### src/rtl/interrupter_mc_pkg.sv
// Shared constants for the multi-channel interrupter: bus widths and the
// register word offsets inside the 64-word block.
package interrupter_mc_pkg;

    localparam int ADR_W       = 14;
    localparam int DATA_W      = 32;
    localparam int OFS_W       = 6;
    localparam int ID_W        = 6;
    localparam int BLOCK_WORDS = 64;

    typedef enum logic [OFS_W-1:0] {
        REG_PENDING = 6'h00,
        REG_ENABLE  = 6'h01,
        REG_MODE    = 6'h02,
        REG_THRESH  = 6'h03,
        REG_CLAIM   = 6'h04,
        REG_PRIO0   = 6'h08
    } reg_ofs_e;

endpackage

### src/rtl/interrupter_mc_prio_sel.sv
// Priority selector: picks the highest-priority candidate, lowest index on ties.
// win_id is index+1, or 0 when no channel is a candidate.
module irq_prio_sel
    import interrupter_mc_pkg::*;
#(
    parameter int NUM_IRQ = 8,
    parameter int PRIO_W  = 3
) (
    input  logic [NUM_IRQ-1:0]             cand,
    input  logic [NUM_IRQ-1:0][PRIO_W-1:0] prio,
    output logic [ID_W-1:0]                win_id,
    output logic [PRIO_W-1:0]              win_prio
);

    // Strict '>' while scanning upward keeps the lowest index on equal priority.
    always_comb begin
        // NOTE: every output gets a default first so no path leaves it unassigned (no latch).
        win_id   = '0;
        win_prio = '0;
        for (int i = 0; i < NUM_IRQ; i++) begin
            if (cand[i] && (prio[i] > win_prio)) begin
                win_prio = prio[i];
                win_id   = ID_W'(i + 1);
            end
        end
    end

endmodule

### src/rtl/interrupter_mc.sv
// Multi-channel interrupt controller on the word-addressed io bus: synchronisers,
// level/edge gateways, claim/complete handshake and the registered g_interrupt.
module interrupter_mc
    import interrupter_mc_pkg::*;
#(
    parameter int               NUM_IRQ  = 8,
    parameter int               PRIO_W   = 3,
    parameter logic [ADR_W-1:0] BASE_ADR = 14'h3e00
) (
    input  logic               clk,
    input  logic               rst_n,
    input  logic [NUM_IRQ-1:0] irq_in,
    input  logic               csr_meie,
    input  logic               io_we,
    input  logic [ADR_W-1:0]   io_wadr,
    input  logic [DATA_W-1:0]  io_wdata,
    input  logic               io_re,
    input  logic [ADR_W-1:0]   io_radr,
    output logic [DATA_W-1:0]  io_rdata,
    output logic               g_interrupt
);

    localparam logic [ADR_W-OFS_W-1:0] BASE_HI = BASE_ADR[ADR_W-1:OFS_W];

    logic [NUM_IRQ-1:0]             sync1, sync2, sync3;
    logic [NUM_IRQ-1:0]             pending, in_service;
    logic [NUM_IRQ-1:0]             enable, mode;
    logic [PRIO_W-1:0]              thresh;
    logic [NUM_IRQ-1:0][PRIO_W-1:0] prio;

    logic [NUM_IRQ-1:0] gw_set, claim_clr, done_clr, cand;
    logic [ID_W-1:0]    win_id;
    logic [PRIO_W-1:0]  win_prio;
    logic               wr_hit, rd_hit, claim_rd, claim_wr;
    logic [OFS_W-1:0]   wr_ofs, rd_ofs;
    logic [DATA_W-1:0]  rd_mux;

    assign wr_ofs   = io_wadr[OFS_W-1:0];
    assign rd_ofs   = io_radr[OFS_W-1:0];
    assign wr_hit   = io_we && (io_wadr[ADR_W-1:OFS_W] == BASE_HI);
    assign rd_hit   = io_re && (io_radr[ADR_W-1:OFS_W] == BASE_HI);
    assign claim_rd = rd_hit && (rd_ofs == REG_CLAIM);
    assign claim_wr = wr_hit && (wr_ofs == REG_CLAIM);

    // Completes only act on channels already in service before this edge,
    // so a same-cycle claim+complete of one channel leaves it claimed.
    always_comb begin
        gw_set    = '0;
        claim_clr = '0;
        done_clr  = '0;
        cand      = '0;
        for (int i = 0; i < NUM_IRQ; i++) begin
            gw_set[i]    = mode[i] ? (sync2[i] & ~sync3[i])
                                   : (sync2[i] & ~pending[i] & ~in_service[i]);
            claim_clr[i] = claim_rd && (win_id == ID_W'(i + 1));
            done_clr[i]  = claim_wr && (io_wdata == DATA_W'(i + 1)) && in_service[i];
            cand[i]      = pending[i] & enable[i] & (prio[i] != '0);
        end
    end

    irq_prio_sel #(
        .NUM_IRQ (NUM_IRQ),
        .PRIO_W  (PRIO_W)
    ) u_prio_sel (
        .cand     (cand),
        .prio     (prio),
        .win_id   (win_id),
        .win_prio (win_prio)
    );

    always_ff @(posedge clk or negedge rst_n) begin
        if (!rst_n) begin
            sync1 <= '0;
            sync2 <= '0;
            sync3 <= '0;
        end else begin
            // NOTE: non-blocking assignments so each stage samples the previous stage's old value.
            sync1 <= irq_in;
            sync2 <= sync1;
            sync3 <= sync2;
        end
    end

    // A gateway set overrides the claim clear in the same cycle.
    always_ff @(posedge clk or negedge rst_n) begin
        if (!rst_n) begin
            pending    <= '0;
            in_service <= '0;
        end else begin
            pending    <= (pending & ~claim_clr) | gw_set;
            in_service <= (in_service & ~done_clr) | claim_clr;
        end
    end

    always_ff @(posedge clk or negedge rst_n) begin
        if (!rst_n) begin
            enable <= '0;
            mode   <= '0;
            thresh <= '0;
            // NOTE: the priority table is reset too, since a nonzero power-up priority could fire spuriously.
            prio   <= '0;
        end else if (wr_hit) begin
            case (wr_ofs)
                REG_ENABLE: enable <= io_wdata[NUM_IRQ-1:0];
                REG_MODE:   mode   <= io_wdata[NUM_IRQ-1:0];
                REG_THRESH: thresh <= io_wdata[PRIO_W-1:0];
                default: begin
                    for (int i = 0; i < NUM_IRQ; i++) begin
                        if (wr_ofs == (REG_PRIO0 + OFS_W'(i))) begin
                            prio[i] <= io_wdata[PRIO_W-1:0];
                        end
                    end
                end
            endcase
        end
    end

    always_comb begin
        rd_mux = '0;
        if (rd_hit) begin
            case (rd_ofs)
                REG_PENDING: rd_mux[NUM_IRQ-1:0] = pending;
                REG_ENABLE:  rd_mux[NUM_IRQ-1:0] = enable;
                REG_MODE:    rd_mux[NUM_IRQ-1:0] = mode;
                REG_THRESH:  rd_mux[PRIO_W-1:0]  = thresh;
                REG_CLAIM:   rd_mux[ID_W-1:0]    = win_id;
                default: begin
                    for (int i = 0; i < NUM_IRQ; i++) begin
                        if (rd_ofs == (REG_PRIO0 + OFS_W'(i))) begin
                            rd_mux[PRIO_W-1:0] = prio[i];
                        end
                    end
                end
            endcase
        end
    end

    always_ff @(posedge clk or negedge rst_n) begin
        if (!rst_n) begin
            io_rdata    <= '0;
            g_interrupt <= 1'b0;
        end else begin
            if (io_re) begin
                io_rdata <= rd_mux;
            end
            g_interrupt <= csr_meie & (win_prio > thresh);
        end
    end

endmodule

### config.mk
export PLATFORM = sky130hd
export DESIGN_NAME = interrupter_mc
export DESIGN_NICKNAME = d
export VERILOG_FILES = /design/src/rtl/interrupter_mc_pkg.sv /design/src/rtl/interrupter_mc_prio_sel.sv /design/src/rtl/interrupter_mc.sv
export SDC_FILE = /design/constraint.sdc
export NUM_CORES = 1
export LEC_CHECK = 0
export ABC_CLOCK_PERIOD_IN_PS = 14360
export BUFFER_PORTS_ARGS = -buffer_cell sky130_fd_sc_hd__buf_2
export CAP_MARGIN = 25
export CORE_ASPECT_RATIO = 1.2
export CORE_MARGIN = 2
export CORE_UTILIZATION = 25
export DETAILED_ROUTE_END_ITERATION = 7
export SYNTH_ARGS = -nofsm -noshare
export SYNTH_HDL_FRONTEND = slang
export SYNTH_HIERARCHICAL = 1
export SYNTH_SLANG_ARGS = --single-unit
### constraint.sdc
create_clock -name clk -period 14.36 [get_ports clk]
set_clock_uncertainty 0.15 [all_clocks]
set_input_delay 1.436 -clock clk [delete_from_list [all_inputs] [get_ports clk]]
set_output_delay 1.436 -clock clk [all_outputs]
set_load 0.05 [all_outputs]
==> results of run 1 <==
state kept, by name, indices dropped and copies added, names as in the netlist:
register	flops
enable	8
g_interrupt	1
in_service	8
io_rdata	8
mode	8
pending	8
prio	24
sync1	8
sync2	8
sync3	8
thresh	3
routing by layer:
metal  vias up  share of wire (%)  wire length, um  track usage, %
li1       2122                  -                -               -
met1      2173                 45             6546           17.16
met2       153                 47             6870           20.31
met3        19                6.8              998           2.745
met4         2                1.6              228           3.689
met5         -              0.082               12               0
power by group:
group	internal (uW)	switching [uW]	leakage [uW]
Clock	136	95.8	0.000152
Combinational	12.3	32.9	0.00160
Sequential	263	1.71	0.00119
Total	411	130	0.00294
cell families (layout without fill, tap and decap cells):
logic type,Yosys count,in the layout,share of synthesized area (%)
buffers and inverters,72,129,6.708
other,2,26,0.1347
and+or+nand+nor,170,170,18.17
AOI/OAI and AO/OA,119,119,16.24
adders and majority gates,17,17,3.724
DFF,92,92,41.28
muxes,62,62,13.73
final cells by class:
cell class,instances,area (um^2)
clock buffer,13,280.3
tap,274,342.8
fill,2217,15310
inverter,31,116.4
clock inverter,3,18.77
timing repair buffer,82,415.4
sequential,92,2302
multi-input combinational,394,2990
worst max path at each step:
stage	end	slack, ns	cells past startpoint
after floorplan	g_interrupt	4.51	48
after global placement	g_interrupt	3.85	49
after detailed placement	g_interrupt	3.48	49
after CTS	g_interrupt	3.46	49
after global routing	g_interrupt	2.54	49
final	g_interrupt	3.35	49
stage by stage:
| step | setup slack, ns | cell area [um^2] | utilization (%) | power (uW) | hold WS [ns] |
|---|---|---|---|---|---|
| after CTS | 3.464 | 6466 | 29.69 | 547.4 | 0.1989 |
| after global routing | 2.537 | 6466 | 29.69 | 563.5 | 0.2042 |
| after floorplan | 4.512 | 5667 | - | 299.1 | 0.1812 |
| final | 3.349 | 6466 | 29.69 | 541.6 | 0.1971 |
| after detailed placement | 3.485 | 6167 | 28.32 | 315.0 | 0.1847 |
| after global placement | 3.847 | 6167 | 28.32 | 314.8 | 0.1817 |
critical path: cells and delay by family (launching register included):
family	cells	cell delay (ns)
and+or+nand+nor	21	3.25
AOI/OAI and AO/OA	14	2.94
adders and majority gates	9	2.63
muxes	4	1.35
DFF	1	0.42
buffers and inverters	1	0.19
placed cells by master, fill, tap and decap left out, types with 5 or more instances in the layout:
cell type  count
nand2b_1      10
dfrtp_1       92
o21ai_0       18
inv_1         31
a22o_1         8
o311a_1        9
mux2_4         6
buf_2         80
nor2b_1       13
nand4_1       17
nor2_1        21
nor4_1        19
nand3_1        9
mux2_2        42
ha_1          15
o31ai_1       11
nand2_1       28
clkbuf_16      9
and3_1         7
mux4_2         5
mux2i_1        9
o22ai_1        7
conb_1        26
and2_1         6
nor3_1         7
nor3b_1        7
a21oi_1       19
==> results.md, run 1 <==
- Worst-path fanout max: 11
- Post-detail-place hpwl: between 10,000 and 15,000 um
- Total grt overflow: 0
- Htree depth: 3
- Dominant cells by area after synthesis: dfrtp_1, mux2_2, buf_4
- Initial core utilization: roughly 26%
- Reg-to-Reg Start: prio[2]
- Actual slew at the worst max-slew pin: approximately 0.85 ns
- Slew HR: a little over two fifths
- Count leader, synth: dfrtp_1
- Hold path start: sync1[2]
- Hold endpoint: sync2[2]
- Pin count of the biggest net entering global routing: 66
- Placer's final routability congestion estimate: around 0.90
- Vias per cell: between 5 and 6
- Crit. Startpoint: prio[2]
- Yosys warns: 6
- Worst Setup Start Kind: flip-flop
- Avg Inst Size Synth: ~10 um^2
- Setup repair bufs after CTS: 0
- RSZ-0062 raised after global routing: no
- WP data required: approximately 14 ns
- Hold depth: 0
- Antenna violations before repair: 1
- Cells after Synth: 534
- Std-Cell Rows: 59
- Die height: around 170 um
- Resized Gates After CTS: 0
- Cells after DPL: ~870
- DIE AREA: approximately 0.024 mm^2
- Largest area contributor in the netlist: dfrtp_1
- Clock transition at path regs: 0.07 ns
- I/O pin count: roughly 110
- ANT cells: 0
- Final hold vios: 0
- Root Buffer: clkbuf_16
- Most used cell, CP: ha_1
- Critical path's largest stage delay: between 0.6 and 0.7 ns
- Area Growth Syn to Fin: 15.95%
- Distinct cells, synth: between 70 and 80
- CTS tree: built
- PD cells: roughly 84 mW/mm^2
- Clk buf depth: 2
- Number of max-cap violations: 0
- Routed wire per std cell: 16.48 um
- Die W: 140.3 um
- Final Instance Count excl. Fillers: 889
- Hold Path Class: flip-flop to flip-flop
- Number of global-route vias before repair: about 4,300
- Post-route DRC: 0
- Detailed Route Iter0 Violations: around 360
- Final setup viols: 0
- P_leak: between 0.002 and 0.003 uW
- Ys async rst share: between 90% and 100%
- Worst vdd rail ir drop: approximately 45 uV
- Crit. End Element: flip-flop
- Hold-fix buffer count after cts: 0
- Total GRT Usage: 12.65%
- Number of port buffers: slightly above 80
- Synth top area share: between 40% and 50%
- Fmax achieved: 90.82 MHz
- Core Region: approximately 0.022 mm^2
- Max-slew violation count: 0
- Post-synth top cells: dfrtp_1, mux2_2, inv_1
- Detail Route Antenna Nets: 0
- First drt pass iteration count: 5
- Fin crit period: roughly 11 ns
- Register area share after synthesis: about 41%
- Worst r2r path cells: 49
- RR Endpoint: g_interrupt
- CTS Buf Count: 9
- CP arrival: around 11 ns
- FF+latch count, synth: 92
- Final TNS setup: 0 ns
- First-pass GRT wire length: 23,430 um
- Main synth FF type: dfrtp_1
- CTS sink count: 92
- Tcrit/Tclk final: 76.68%
- Worst-Skew Late Latency: ~0.34 ns
- Status: completed
- Share of cells above drive strength 1: 27.48%
- Final net count: 698
- Setup Crit Path Kind: flip-flop to flip-flop
- Post-synth EDFFs: 0
- Vias: ~4,500
- Final wirelength: ~15,000 um
- Mapped Area: around 0.0056 mm^2
- Reg2reg setup slack: 3.35 ns
- Slowest library cell on the worst path: a21oi_1
Note: power is estimated with default switching activity, not from simulation.
==> run 2: changes to the inputs <==
ABC_AREA = 1   (was unset)
ABC_CLOCK_PERIOD_IN_PS = 9100   (was 14360)
clock period = 9.1 ns   (was 14.36 ns; I/O delays follow)
==> results.md, run 2 <==
- Dominant cells by area after synthesis: dfrtp_1, nand2_1, inv_1 (was dfrtp_1, mux2_2, buf_4)
- CTS Buf Count: 9 (unchanged)
- Post-route DRC: 4 (was 0)
- Largest area contributor in the netlist: dfrtp_1 (unchanged)
- Vias: 5,108 (was 4,469)
- Detailed Route Iter0 Violations: 307 (was 356)
- Reg-to-Reg Start: prio[1] (was prio[2])
- DIE AREA: 0.02342 mm^2 (was 0.02352 mm^2)
- Worst-path fanout max: 6 (was 11)
- Final hold vios: 0 (unchanged)
- Hold Path Class: flip-flop to flip-flop (unchanged)
- Status: finished, violations left (was completed)
- Routed wire per std cell: 13.64 um (was 16.48 um)
- ANT cells: 0 (unchanged)
- Final instance area: 0.006784 mm^2 (was 0.006466 mm^2)
- Avg Inst Size Synth: 7.636 um^2 (was 10.44 um^2)
- Clock transition at path regs: 0.07 ns (about the same)
- Detail Route Antenna Nets: 0 (unchanged)
- Post-synth top cells: nand2_1, dfrtp_1, inv_1 (was dfrtp_1, mux2_2, inv_1)
- Area post-placement: 0.006276 mm^2 (was 0.006167 mm^2)
- Root Buffer: clkbuf_16 (unchanged)
- Main synth FF type: dfrtp_1 (unchanged)
- Crit. Startpoint: prio[1] (was prio[2])
- Levels on crit path: 64 (was 49)
- Setup Crit Path Kind: flip-flop to flip-flop (unchanged)
- Hold path start: sync1[1] (was sync1[2])
- Final setup viols: 0 (unchanged)
- CTS sink count: 92 (unchanged)
- CP bufs+invs: 9 (was 1)
- Total grt overflow: 0 (unchanged)
- Failing checks: DRC
- CP arrival: 8.68 ns (was 11.08 ns)
- Crit. End Element: flip-flop (unchanged)
- Hold depth: 0 (unchanged)
- Register area share after synthesis: 41.47% (was 41.28%)
- Post-detail-place hpwl: 12,040 um (was 11,270 um)
- Synth top area share: 41.47% (was 41.28%)
- Die height: 167.2 um (was 167.6 um)
- Ys async rst share: 100.0% (unchanged)
- Count leader, synth: nand2_1 (was dfrtp_1)
- Htree depth: 3 (unchanged)
- CTS tree: built (unchanged)
- Max-slew violation count: 0 (unchanged)
- Number of global-route vias before repair: 4,790 (was 4,322)
- Worst vdd rail ir drop: 94.90 uV (was 44.52 uV)
- Most frequent cells in the layout: nand2_1, dfrtp_1, inv_1, buf_2, nor2_1 (was dfrtp_1, buf_2, mux2_2, inv_1, nand2_1)
- Hold Slack: 0.1885 ns (was 0.1971 ns)
- Yosys warns: 6 (unchanged)
- Slew HR: 38.71% (was 42.78%)
- Mapped Area: 0.005552 mm^2 (was 0.005577 mm^2)
- P_leak: 0.003333 uW (was 0.002944 uW)
- Fin crit period: 8.599 ns (was 11.01 ns)
- Pin count of the biggest net entering global routing: 73 (was 66)
- Vias per cell: 4.577 (was 5.027)
- PD cells: 128.6 mW/mm^2 (was 83.76 mW/mm^2)
- Std-Cell Rows: 59 (unchanged)
- Post-synth EDFFs: 0 (unchanged)
- Final net count: 925 (was 698)
- Clk buf depth: 2 (unchanged)
- First drt pass iteration count: 7 (was 5)
- Share of cells above drive strength 1: 22.57% (was 27.48%)
- Initial core utilization: 25.49% (was 25.61%)
- Actual slew at the worst max-slew pin: 0.9194 ns (was 0.8504 ns)
- Distinct cells, synth: 47 (was 77)
- Area Growth Syn to Fin: 22.20% (was 15.95%)
- Final wirelength: 15,220 um (was 14,660 um)
- Cells after Synth: 727 (was 534)
- FF+latch count, synth: 92 (unchanged)
- Biggest register: prio (unchanged)
- I/O pin count: 106 (unchanged)
- Number of port buffers: 81 (unchanged)
- Fmax achieved: 116.3 MHz (was 90.82 MHz)
- Critical path's largest stage delay: 0.42 ns (was 0.66 ns)
- First-pass GRT wire length: 24,090 um (was 23,430 um)
- Worst r2r path cells: 64 (was 49)
- Layout Utilization: 31.15% (was 29.69%)
- Placer's final routability congestion estimate: 0.9827 (was 0.8994)
- Max FFs per register: 24 (unchanged)
- Die W: 140.0 um (was 140.3 um)
- WP data required: 9.18 ns (was 14.43 ns)
- Tcrit/Tclk final: 94.50% (was 76.68%)
- Total GRT Usage: 12.88% (was 12.65%)
- Number of max-cap violations: 0 (unchanged)
- Worst-Skew Late Latency: 0.34 ns (about the same)
- Most common cell after layout, fill and taps aside: nand2_1 (was dfrtp_1)
- Hold-fix buffer count after cts: 0 (unchanged)
- Tot Pwr: 872.1 uW (was 541.6 uW)
- Antenna violations before repair: 0 (was 1)
- Slowest library cell on the worst path: dfrtp_1 (was a21oi_1)
- Cell family with most CP delay: simple AND/OR/NAND/NOR gates (unchanged)
- Core Region: 0.02178 mm^2 (unchanged)
- Worst Setup Start Kind: flip-flop (unchanged)
## run 2: cell types whose count changed in the layout (fill, tap and decap cells not counted), sizes merged, moves of 24 or more
cell | previous run | this run
nand2 | 29 | 210
nor2 | 21 | 64
buf | 82 | 106
inv | 31 | 90
nand3 | 11 | 58
mux2 | 48 | 0
o21ai | 19 | 66
## run 2: routing by layer
layer / GRT usage (%) / vias up / routed length [um]
li1: - / 2566 / -
met1: 14.91 / 2379 / 6303
met2: 24.10 / 137 / 7994
met3: 1.716 / 26 / 507
met4: 4.787 / 0 / 417
met5: 0 / - / 0
## run 2: timing repair
item,4_1_cts,5_1_grt
endpoints found under the setup margin,2,21
pin swaps,0,10
setup buffers,0,10
hold endpoints to repair,0,0
resized for setup,2,30
## run 2: cell families (layout without fill, tap and decap cells)
| group | count (synthesis) | count (layout) | synth area share, % |
|---|---|---|---|
| AOI/OAI and AO/OA | 110 | 110 | 11.61 |
| and+or+nand+nor | 387 | 387 | 33.09 |
| adders and majority gates | 16 | 16 | 3.561 |
| other | 2 | 26 | 0.1353 |
| DFF | 92 | 92 | 41.47 |
| buffers and inverters | 120 | 211 | 10.14 |
## run 2: where the power goes
part	switching, uW	internal, uW	total (uW)
clock network	160	222	381
registers	3.17	415	418
logic	54.7	17.9	72.6
## run 2: area by class of cell
class / count / area (um^2)
multi-input cells: 539 / 2899
fillers: 2290 / 14990
clock inverters: 5 / 60.06
well taps: 274 / 342.8
repair buffers: 106 / 603.1
inverters: 89 / 334.1
flip-flops and latches: 92 / 2302
clock buffers: 11 / 242.7
## run 2: stage by stage
step	TNS, ns	cells	setup WS [ns]
finish	0	1116	0.5006
global route	-0.3933	1116	-0.09043
CTS	0	1106	0.008671
detailed placement	-0.02122	1090	-0.02122
global placement	0	1090	0.2034
floorplan	0	751	0.3811
## run 2: final timing paths
| path | endpoint | slack (ns) |
|---|---|---|
| setup / recovery | g_interrupt | 0.50 |
| hold / removal | sync2[1] | 0.19 |
| setup reg to reg | g_interrupt | 0.50 |
| hold reg to reg | sync2[1] | 0.19 |
| max in group asynchronous | in_service[2] | 7.31 |
| min in group asynchronous | pending[7] | 0.29 |
==> run 3: changes to the inputs <==
ABC_CLOCK_PERIOD_IN_PS = 9700   (was 9100)
clock period = 9.7 ns   (was 9.1 ns; I/O delays follow)
==> results.md, run 3 (synthesized netlist as in run 2, its figures left out) <==
- Levels on crit path: 61 (was 64)
- Hold Path Class: flip-flop to flip-flop (unchanged)
- Number of port buffers: 81 (unchanged)
- Detailed Route Iter0 Violations: 331 (was 307)
- Worst-Skew Late Latency: 0.34 ns (about the same)
- Worst-path fanout max: 7 (was 6)
- Routed wire per std cell: 13.72 um (was 13.64 um)
- Htree depth: 3 (unchanged)
- Slew HR: 42.93% (was 38.71%)
- First drt pass iteration count: 8 (was 7)
- Met2 routed WL: 7679 um (was 7994 um)
- Worst vdd rail ir drop: 95.92 uV (was 94.90 uV)
- Final hold vios: 0 (unchanged)
- Final setup viols: 0 (unchanged)
- Share of cells above drive strength 1: 21.37% (was 22.57%)
- Actual slew at the worst max-slew pin: 0.8561 ns (was 0.9194 ns)
- First-pass GRT wire length: 24,090 um (about the same)
- Worst Setup Start Kind: flip-flop (unchanged)
- Vias: 5,037 (was 5,108)
- Clock transition at path regs: 0.07 ns (about the same)
- Final net count: 916 (was 925)
- Placer's final routability congestion estimate: 0.9477 (was 0.9827)
- Failing checks: DRC (unchanged)
- Area Growth Syn to Fin: 21.23% (was 22.20%)
- CTS tree: built (unchanged)
- Post-route DRC: 4 (unchanged)
- Biggest register: prio (unchanged)
- CP bufs+invs: 8 (was 9)
- Vias per cell: 4.550 (was 4.577)
- Final TNS setup: 0 ns (unchanged)
- Critical Path Sink: pending[2] (was g_interrupt)
- Setup Crit Path Kind: flip-flop to flip-flop (unchanged)
- Fmax achieved: 109.9 MHz (was 116.3 MHz)
- Initial core utilization: 25.49% (unchanged)
- Met3 Wirelength: 535 um (was 507 um)
- CTS sink count: 92 (unchanged)
- CP arrival: 9.18 ns (was 8.68 ns)
- Reg-to-Reg Start: prio[1] (unchanged)
- Post-detail-place hpwl: 11,920 um (was 12,040 um)
- P_leak: 0.003290 uW (was 0.003333 uW)
- RR Endpoint: pending[2] (was g_interrupt)
- Core Region: 0.02178 mm^2 (unchanged)
- Number of global-route vias before repair: 4,743 (was 4,790)
- Max-slew violation count: 0 (unchanged)
- Cell family with most CP delay: simple AND/OR/NAND/NOR gates (unchanged)
- Detail Route Antenna Nets: 0 (unchanged)
- CTS Buf Count: 9 (unchanged)
- PD cells: 125.9 mW/mm^2 (was 128.6 mW/mm^2)
- ANT cells: 0 (unchanged)
- Pin count of the biggest net entering global routing: 69 (was 73)
- Final wirelength: 15,190 um (was 15,220 um)
- Total GRT Usage: 13.07% (was 12.88%)
- Most common cell after layout, fill and taps aside: nand2_1 (unchanged)
- Number of max-cap violations: 0 (unchanged)
- Most frequent cells in the layout: nand2_1, dfrtp_1, inv_1, buf_2, nor2_1 (unchanged)
- Fillers: 2,310 (was 2,290)
- Root Buffer: clkbuf_16 (unchanged)
- Antenna violations before repair: 0 (unchanged)
- Top sig layer: met4 (unchanged)
- Reg2reg setup slack: 0.60 ns (was 0.50 ns)
- Total grt overflow: 0 (unchanged)
- Hold-fix buffer count after cts: 0 (unchanged)
- Final Instance Count excl. Fillers: 1,107 (was 1,116)
- DIE AREA: 0.02342 mm^2 (unchanged)
- WP data required: 9.78 ns (was 9.18 ns)
- Crit. Startpoint: prio[1] (unchanged)
- Tcrit/Tclk final: 93.77% (was 94.50%)
- Most used cell, CP: nand2_4
- Met1 wire length: 6325 um (was 6303 um)
- I/O pin count: 106 (unchanged)
- Max FFs per register: 24 (unchanged)
- Slowest library cell on the worst path: dfrtp_1 (unchanged)
- Clk buf depth: 2 (unchanged)
- Fin crit period: 9.096 ns (was 8.599 ns)
- Die height: 167.2 um (unchanged)
- Critical path's largest stage delay: 0.40 ns (was 0.42 ns)
- Std-Cell Rows: 59 (unchanged)
- Die W: 140.0 um (unchanged)
- Status: finished, violations left (unchanged)
- Cells after DPL: 1,077 (was 1,090)
- Worst r2r path cells: 61 (was 64)
- Crit. End Element: flip-flop (unchanged)
==> run 3: how the worst min path moves through the flow <==
stage / slack (ns) / end / start / depth (start not counted)
6_report: 0.19 / sync2[1] / sync1[1] / 0
5_1_grt: 0.20 / sync2[1] / sync1[1] / 0
4_1_cts: 0.20 / sync2[3] / sync1[3] / 0
3_5_place_dp: 0.18 / sync2[3] / sync1[3] / 0
3_3_place_gp: 0.18 / sync2[5] / sync1[5] / 0
2_1_floorplan: 0.18 / sync2[0] / sync1[0] / 0
==> run 3: layout make-up <==
cell class	instances	area [um^2]	area share (%)
multi-input cells	539	2897	43.04
well taps	274	342.8	5.094
flip-flops and latches	92	2302	34.21
clock inverters	5	83.83	1.246
inverters	89	334.1	4.964
clock buffers	11	242.7	3.607
repair buffers	97	528.0	7.845
==> run 3: per-layer routing <==
layer	vias to the layer above	GRT usage (%)
li1	2554	-
met1	2324	14.99
met2	129	23.67
met3	30	1.859
met4	0	6.588
met5	-	0
==> run 3: metrics by stage <==
step | total power [uW] | setup slack [ns] | hold slack, ns | utilization, % | instance area [um^2]
after floorplan | 444.8 | 0.9811 | 0.1812 | - | 5642
after global placement | 467.3 | 0.4254 | 0.1829 | 28.37 | 6178
after detailed placement | 468.0 | 0.05993 | 0.1847 | 28.37 | 6178
after CTS | 854.8 | 0.02865 | 0.1992 | 29.87 | 6505
after global routing | 879.3 | -0.01756 | 0.2002 | 30.90 | 6730
final | 847.4 | 0.6041 | 0.1947 | 30.90 | 6730
==> run 3: power by group <==
part           switching [uW]  leakage, uW  internal [uW]  total, uW
logic                    51.2      0.00195           16.9       68.1
registers                2.67      0.00119            390        392
clock network             153     0.000152            234        387
total                     207      0.00329            640        847
==> run 3: what timing repair did <==
item                                   in CTS  in global routing
endpoints found under the hold margin       0                  0
resized for setup                           0                 29
setup endpoints to repair                   0                 21
setup buffers                               0                 14
==> run 3: worst register-to-register path: cells and delay by family (launching register included) <==
family	cells	cell delay, ns
and+or+nand+nor	36	4.11
buffers and inverters	8	0.81
adders and majority gates	8	2.22
AOI/OAI and AO/OA	9	1.23
DFF	1	0.40
